**src/rtl/barrel_left_sat_if.sv**
```systemverilog
// Purpose: bundles the sample input and result output of barrel_left_sat.
// Latency: none (wiring only).
// Backpressure: none; the pipeline advances only on the global enable.
// Ports: master drives in_valid/is_signed/saturate/shift/in/ex and receives
//        out_valid/out/overflow; slave (the shifter) is the mirror image.
interface barrel_left_sat_if #(
  parameter int WIDTH       = 64,
  parameter int SHIFT_WIDTH = 6
);
  logic                   in_valid;
  logic                   is_signed;
  logic                   saturate;
  logic [SHIFT_WIDTH-1:0] shift;
  logic [WIDTH-1:0]       in;
  logic [WIDTH-1:0]       ex;
  logic                   out_valid;
  logic [WIDTH-1:0]       out;
  logic                   overflow;

  modport master (
    output in_valid, is_signed, saturate, shift, in, ex,
    input  out_valid, out, overflow
  );

  modport slave (
    input  in_valid, is_signed, saturate, shift, in, ex,
    output out_valid, out, overflow
  );
endinterface

```
**src/rtl/barrel_left_sat.sv**
```systemverilog
// Purpose: pipelined logarithmic left shifter with overflow detection and optional saturation.
// Latency: IS_REG_IN + SHIFT_WIDTH + 1 enable-high cycles; one sample per enable-high cycle.
// Backpressure: none internally; enable low freezes every register, valids included.
// Ports: clk, srst (sync active-high), enable (global advance), bus (slave modport):
//        in_valid/is_signed/saturate/shift/in/ex in, out_valid/out/overflow out.
module barrel_left_sat #(
  parameter int WIDTH       = 64,
  parameter int SHIFT_MAX   = 46,
  parameter int SHIFT_WIDTH = $clog2(SHIFT_MAX + 2),
  parameter int IS_REG_IN   = 1
) (
  input  logic             clk,
  input  logic             srst,
  input  logic             enable,
  barrel_left_sat_if.slave bus
);

  // Elaboration-time parameter sanity: a too-narrow shift port would make
  // the out-of-range substitution unreachable and the ex path meaningless.
  if (SHIFT_WIDTH < $clog2(SHIFT_MAX + 2)) begin : g_bad_shift_width
    $fatal(1, "barrel_left_sat: SHIFT_WIDTH=%0d too small for SHIFT_MAX=%0d",
           SHIFT_WIDTH, SHIFT_MAX);
  end
  if (SHIFT_MAX < 1 || SHIFT_MAX > WIDTH - 1) begin : g_bad_shift_max
    $fatal(1, "barrel_left_sat: SHIFT_MAX=%0d outside 1..WIDTH-1", SHIFT_MAX);
  end

  // Everything a sample needs travels together so stages stay independent.
  typedef struct packed {
    logic                   valid;
    logic                   is_signed;
    logic                   saturate;
    logic                   oor;       // shift > SHIFT_MAX: result is ex
    logic                   sign;      // original operand MSB
    logic                   ovf;       // sticky overflow from shifted-out bits
    logic [SHIFT_WIDTH-1:0] shift;
    logic [WIDTH-1:0]       ex;
    logic [WIDTH-1:0]       data;
  } smp_t;

  smp_t in_smp;
  smp_t entry;
  smp_t sh_d [SHIFT_WIDTH];
  smp_t sh_q [SHIFT_WIDTH];

  logic             out_valid_d, out_valid_q;
  logic [WIDTH-1:0] out_d, out_q;
  logic             overflow_d, overflow_q;

  always_comb begin
    in_smp           = '0;
    in_smp.valid     = bus.in_valid;
    in_smp.is_signed = bus.is_signed;
    in_smp.saturate  = bus.saturate;
    in_smp.oor       = (bus.shift > SHIFT_WIDTH'(SHIFT_MAX));
    in_smp.sign      = bus.in[WIDTH-1];
    in_smp.ovf       = 1'b0;
    in_smp.shift     = bus.shift;
    in_smp.ex        = bus.ex;
    in_smp.data      = bus.in;
  end

  if (IS_REG_IN != 0) begin : g_in_reg
    smp_t in_d, in_q;

    always_comb begin
      in_d = in_smp;
    end

    always_ff @(posedge clk) begin
      if (srst) begin
        in_q <= '0;
      end else if (enable) begin
        in_q <= in_d;
      end
    end

    always_comb begin
      entry = in_q;
    end
  end else begin : g_in_comb
    always_comb begin
      entry = in_smp;
    end
  end

  // One logarithmic stage: shift by 2^k when shift bit k is set. The bits
  // leaving the top are compared against zero (unsigned) or against the
  // original sign (signed); any mismatch sets the sticky overflow.
  function automatic smp_t stage_fn(input smp_t s, input int k);
    smp_t             r;
    logic [WIDTH-1:0] lost_mask;
    logic [WIDTH-1:0] diff;
    r = s;
    if (s.shift[k]) begin
      if ((1 << k) >= WIDTH) begin
        lost_mask = '1;
        r.data    = '0;
      end else begin
        lost_mask = ~({WIDTH{1'b1}} >> (1 << k));
        r.data    = s.data << (1 << k);
      end
      diff  = s.is_signed ? (s.data ^ {WIDTH{s.sign}}) : s.data;
      r.ovf = s.ovf | (|(diff & lost_mask));
    end
    return r;
  endfunction

  always_comb begin
    sh_d[0] = stage_fn(entry, 0);
    for (int k = 1; k < SHIFT_WIDTH; k++) begin
      sh_d[k] = stage_fn(sh_q[k-1], k);
    end
  end

  always_ff @(posedge clk) begin
    if (srst) begin
      for (int k = 0; k < SHIFT_WIDTH; k++) begin
        sh_q[k] <= '0;
      end
    end else if (enable) begin
      for (int k = 0; k < SHIFT_WIDTH; k++) begin
        sh_q[k] <= sh_d[k];
      end
    end
  end

  // Final stage: a signed result whose MSB no longer matches the original
  // sign is also an overflow, even if every shifted-out bit matched.
  always_comb begin
    smp_t last;
    logic ovf_raw;
    last        = sh_q[SHIFT_WIDTH-1];
    ovf_raw     = last.ovf | (last.is_signed & (last.data[WIDTH-1] ^ last.sign));
    out_valid_d = last.valid;
    out_d       = last.data;
    overflow_d  = ovf_raw;
    if (last.oor) begin
      out_d      = last.ex;
      overflow_d = 1'b0;
    end else if (last.saturate && ovf_raw) begin
      if (!last.is_signed) begin
        out_d = '1;
      end else if (last.sign) begin
        out_d = {1'b1, {(WIDTH-1){1'b0}}};
      end else begin
        out_d = {1'b0, {(WIDTH-1){1'b1}}};
      end
    end
  end

  always_ff @(posedge clk) begin
    if (srst) begin
      out_valid_q <= 1'b0;
      out_q       <= '0;
      overflow_q  <= 1'b0;
    end else if (enable) begin
      out_valid_q <= out_valid_d;
      out_q       <= out_d;
      overflow_q  <= overflow_d;
    end
  end

  assign bus.out_valid = out_valid_q;
  assign bus.out       = out_q;
  assign bus.overflow  = overflow_q;

endmodule

```
**src/flat_wrapper.sv**
```systemverilog
// flat-port wrapper written by rule: the top's interface ports become plain ports
module barrel_left_sat_flat 
#(
  parameter int WIDTH       = 64,
  parameter int SHIFT_MAX   = 46,
  parameter int SHIFT_WIDTH = $clog2(SHIFT_MAX + 2),
  parameter int IS_REG_IN   = 1
)
  (clk, srst, enable, bus_in_valid, bus_is_signed, bus_saturate, bus_shift, bus_in, bus_ex, bus_out_valid, bus_out, bus_overflow);
  barrel_left_sat_if #(.WIDTH(WIDTH), .SHIFT_WIDTH(SHIFT_WIDTH)) bus_i ();
  input  logic clk;
  input  logic srst;
  input  logic enable;
  input wire logic [$bits(bus_i.in_valid)-1:0] bus_in_valid;
  input wire logic [$bits(bus_i.is_signed)-1:0] bus_is_signed;
  input wire logic [$bits(bus_i.saturate)-1:0] bus_saturate;
  input wire logic [$bits(bus_i.shift)-1:0] bus_shift;
  input wire logic [$bits(bus_i.in)-1:0] bus_in;
  input wire logic [$bits(bus_i.ex)-1:0] bus_ex;
  output wire logic [$bits(bus_i.out_valid)-1:0] bus_out_valid;
  output wire logic [$bits(bus_i.out)-1:0] bus_out;
  output wire logic [$bits(bus_i.overflow)-1:0] bus_overflow;
  assign bus_i.in_valid = bus_in_valid;
  assign bus_i.is_signed = bus_is_signed;
  assign bus_i.saturate = bus_saturate;
  assign bus_i.shift = bus_shift;
  assign bus_i.in = bus_in;
  assign bus_i.ex = bus_ex;
  assign bus_out_valid = bus_i.out_valid;
  assign bus_out = bus_i.out;
  assign bus_overflow = bus_i.overflow;
  barrel_left_sat #(.WIDTH(WIDTH), .SHIFT_MAX(SHIFT_MAX), .SHIFT_WIDTH(SHIFT_WIDTH), .IS_REG_IN(IS_REG_IN)) u_core (.clk(clk), .srst(srst), .enable(enable), .bus(bus_i));
endmodule
```
**config.mk**
```make
export PLATFORM = sky130hd
export DESIGN_NAME = barrel_left_sat_flat
export DESIGN_NICKNAME = d
export VERILOG_FILES = /design/src/rtl/barrel_left_sat_if.sv /design/src/rtl/barrel_left_sat.sv /design/src/flat_wrapper.sv
export SDC_FILE = /design/constraint.sdc
export NUM_CORES = 1
export LEC_CHECK = 0
export ABC_AREA = 1
export BUFFER_PORTS_ARGS = -buffer_cell sky130_fd_sc_hd__buf_4
export CAP_MARGIN = 10
export CORE_UTILIZATION = 60
export DETAILED_ROUTE_END_ITERATION = 10
export GPL_TIMING_DRIVEN = 0
export HOLD_SLACK_MARGIN = 0.06
export PLACE_DENSITY = 0.74
export RECOVER_POWER = 50
export SKIP_LAST_GASP = 1
export SLEW_MARGIN = 0
export SYNTH_ARGS = -nofsm -noshare
export SYNTH_HDL_FRONTEND = slang
export SYNTH_SLANG_ARGS = --single-unit
export TNS_END_PERCENT = 50
```
**constraint.sdc**
```tcl
create_clock -name clk -period 15.8 [get_ports clk]
set_clock_uncertainty 0.2 [all_clocks]
set_input_delay 1.58 -clock clk [delete_from_list [all_inputs] [get_ports clk]]
set_output_delay 1.58 -clock clk [all_outputs]
set_load 0.1 [all_outputs]
```
; ---- Word-level counts from Yosys, hierarchy flattened
; Memories as Yosys holds them, arrays and structs flattened.
; Index checks and enable logic that the tools add are counted.
[classes]
shifts = 0
n_div = 0
bitwise_logic = 26
eq_ne = 0
n_mul = 0
order_cmp = 1
add_sub_neg = 0
n_reduce_logical = 7
n_mux = 40
[op_table]
columns = operator, count
row1 = two-way mux 64 bit, 22
row2 = two-way mux 140 bit, 6
row3 = bitwise AND 64 bit, 6
row4 = OR reduction 64 bit, 6
row5 = bitwise XOR 64 bit, 6
row6 = two-way mux 1 bit, 12
row7 = bitwise OR 1 bit, 12
row8 = "> comparator 6 bit, second input constant", 1
row9 = bitwise AND 1 bit, 1
row10 = logical AND 1 bit, 1
row11 = bitwise XOR 1 bit, 1
[word_totals]
output_inout_bits = 66
latch_bits = 0
mem_count = 1
regBits = 205
mem_bits_rw = 840
in_bits = 140
rom_bits = 0
[mem_list]
columns = name, words, width, read_ports, rd_ports_with_merged_regs, wr, line_no
row1 = u_core.sh_q, 6, 140, 6, 0, 6, barrel_left_sat.sv:44  ; smp_t sh_q [SHIFT_WIDTH];

; ---- Depth between registers and ports, before layout
; An unclocked memory read counts as a cell.
[depth]
depth_word = 8
mapped_depth = 11
ltp_nobuf = 10

; ---- Least setup slack after synthesis
; No wires, ideal clock.
[synth_path]
kind = input to register
start = in enable
end = mem u_core.sh_q[0][0] (netlist bit), enable pin
path_stages = 4
arrival_time_ps = 11317
path_buffers = 2
slack_ps = 3451
required_ps = 14768
path_cell_list = nor2_4 > inv_2 > buf_2 > buf_2
[synth_lines]
columns = element, line_no
row1 = start: declaration, flat_wrapper.sv:13  ; input logic enable;
row2 = end: declaration, barrel_left_sat.sv:44

==> impl_results.md <==
* Reg2reg path depth at 5
* Routed vias at 27100
* Met2 Track Usage GR at 39.6%
* Layout cells sized above 1 at 9.01%
* GR met3 Demand/Resource at 3.30%
* Hold endpoint: u_core.bus.out[59]
* Avg Vias per Cell at 5.23
* Die width at 264 µm
* Status: finished, violations left
* Arr. time, crit path at 5.42 ns
* Fmax at 0.187 GHz
* Row cnt at 95
* Gr busiest metal: met2
* Synth cell count leaders: edfxtp_1, nand2_1, nor2_1
* Pleak at 18.0 nW
* Worst-Margin Slew at 2.24 ns
* Crit. End Element: flip-flop
* Num CTS Buffers at 99
* Layout net count at 4362
* Global-route wire length before repair at 137000 µm
* Met1 Usage GRT at 38.1%
* Hold-fix buffers at CTS at 0
* # diodes at 0
* PostCTS Resize Cnt at 0
* Failing checks: capacitance limit, slew limit
* Syn Area/Cell at 10.5 µm²
* Number of instances on the worst hold path at 2
* Register area at 28700 µm²
* Largest family of logic cells by synthesized area: simple AND/OR/NAND/NOR gates
* Area delta synth->final at 13.8%
* Hold WC Path Type: reg2reg
* Final antenna-violating net count at 0
* Routed WL at 90000 µm
* FILL cells at 4912
* Final setup viols at 0
* Top-area cell type share of the netlist area at 59.8%
* Starting Density at 60.9%
* Final Hold Slack at 0.256 ns
* Clk Latency, worst-skew pair at 0.64 ns
* WS Path Type: in2reg
* CTS tree: built
* Synth Area in Compound Gates at 8.85%
* Final setup TNS at 0 ns
* Register bit count reported by yosys at 1023
* Hold path startpoint: u_core.bus.out[59]
* Final hold violation count at 0
* Synth Area in XOR/XNOR at 0%
* Top-count cell post-synth: edfxtp_1
* Antenna violations before repair at 3
* Drt pass-1 iters at 6
* Post-synthesis cell count at 3910
* Synth cell types at 35
* Final cell utilization of the core at 69.3%
* Core footprint at 67500 µm²
* Pwr Total at 6.02 mW
* R2R Setup Slk at 13.41 ns
* Synth top area cells: edfxtp_1, dfxtp_1, nand2_1, nor2_1, inv_1
* EDFF count, synth at 819
* Slew headroom at -50.0%
* Total global routing overflow at 0
* WP data required at 15.86 ns
* Total GRT Usage at 25.7%
* Fin crit share at 33.9%
* Maximum root-to-sink buffer count at 3
* Iter 0 DRT Violations at 2649
* CP max FO at 132
* Num Clock Sinks at 1023
* Mux share of post-synthesis cell area at 0%
* Min Tclk post-route at 5.36 ns
* Area leader, netlist: edfxtp_1
* Largest net degree at the start of global routing at 134
* Adder-cell area share of the yosys netlist at 0%
* Worst vdd ir at 0.0930 mV
* FFs w/ async S/R, synth at 0%
* Drt drc at 0
* IO Pins at 206
* PwrDens at 129 nW/µm²
* Worst R2R Start: u_core.sh_q[0][693]
* Post-Synth Simple-Gate Area at 12.6%
* Die footprint at 69500 µm²
* CP startpoint kind: input port
* Die Y at 264 µm
* Synth Flop Type: edfxtp_1
* Setup bufs post-CTS at 0
* Max Cap Viol at 1
* Average routed wire per standard cell at 17.4 µm
* Reg clk slew, reported paths at 0.06 ns
* Syn nets at 4050
* Slew Limit Fails at 9
* Port bufs at 205
* DP Wirelength at 63800 µm
* RSZ-0062 raised after global routing: no
* Seq/Total Area, Yosys at 69.8%
* Worst reg2reg path endpoint: u_core.sh_q[0][710]
* Total of warnings raised by yosys at 0
* Clk root buf: clkbuf_16
* Vias in the first global route at 24900
* Multi-input logic area at 8810 µm²
* Gp weighted congestion at 0.910
* Synthesized area at 41100 µm²
* # H-tree levels at 3
-- flip-flops by register name, indices dropped and copies added, names as in the netlist --
register and count:
u_core.sh_q 819, u_core.entry 138, u_core.bus.out 64, u_core.bus.out_valid 1, u_core.bus.overflow 1
-- per-stage QoR --
stage | instances | setup slack, ns | instance area, µm²
final | 5180 | 10.44 | 46800
after global placement | 4988 | -0.267 | 43700
after CTS | 5180 | 11.66 | 47200
after global routing | 5180 | 10.48 | 46800
after detailed placement | 4994 | 10.98 | 43900
after floorplan | 3910 | 3.45 | 41100
-- how the worst max path moves through the flow --
stage	from	to	slack (ns)
2_1_floorplan	enable	u_core.sh_q[0][0]	3.45
3_3_place_gp	srst	u_core.sh_q[0][619]	-0.27
3_5_place_dp	srst	u_core.sh_q[0][476]	10.98
4_1_cts	srst	u_core.sh_q[0][480]	11.66
5_1_grt	enable	u_core.sh_q[0][480]	10.48
6_report	enable	u_core.sh_q[0][623]	10.44
-- where the power goes --
group	switching, mW	internal (mW)
Combinational	0.344	0.123
Sequential	0.0802	3.09
Clock	0.987	1.40
Total	1.41	4.61
-- final cells by class --
cell class | instances | area share, %
Buffer | 221 | 1.92
Multi-Input combinational cell | 2054 | 18.8
Timing Repair Buffer | 211 | 3.62
Sequential cell | 1023 | 61.3
Tap cell | 873 | 2.34
Clock inverter | 52 | 1.19
Inverter | 612 | 4.91
Clock buffer | 134 | 5.86
-- cell usage in the layout (no fill, tap or decap), types with 8 or more instances in the layout --
master	n
o21ai_1	30
nor2_2	8
dfxtp_1	204
nand2_1	669
clkbuf_8	9
nand3_1	9
clkbuf_16	101
buf_4	213
edfxtp_1	819
a22o_1	32
bufinv_16	11
o21ai_0	306
inv_1	606
a21oi_1	325
clkbuf_1	228
clkinv_2	16
clkinv_1	19
nor2_1	643
-- cells by family after synthesis --
| family | count (synthesis) |
|---|---|
| compound gates | 699 |
| buf+inv | 833 |
| flops | 1023 |
| simple gates | 1355 |
-- critical path: stages --
cell	delay [ns]
clkbuf_1	0.10
nor2_1	1.66
inv_2	0.39
buf_2	0.35
buf_8	0.34
buf_16	0.36
buf_16	0.34
-- layer usage --
| metal | share of wire [%] | vias to the layer above |
|---|---|---|
| met3 | 7.6 | 162 |
| met2 | 45 | 1037 |
| met1 | 44 | 12600 |
| met5 | 0.036 | - |
| met4 | 2.9 | 4 |
| li1 | - | 13300 |
No activity file was read; power rests on OpenSTA's default activity.
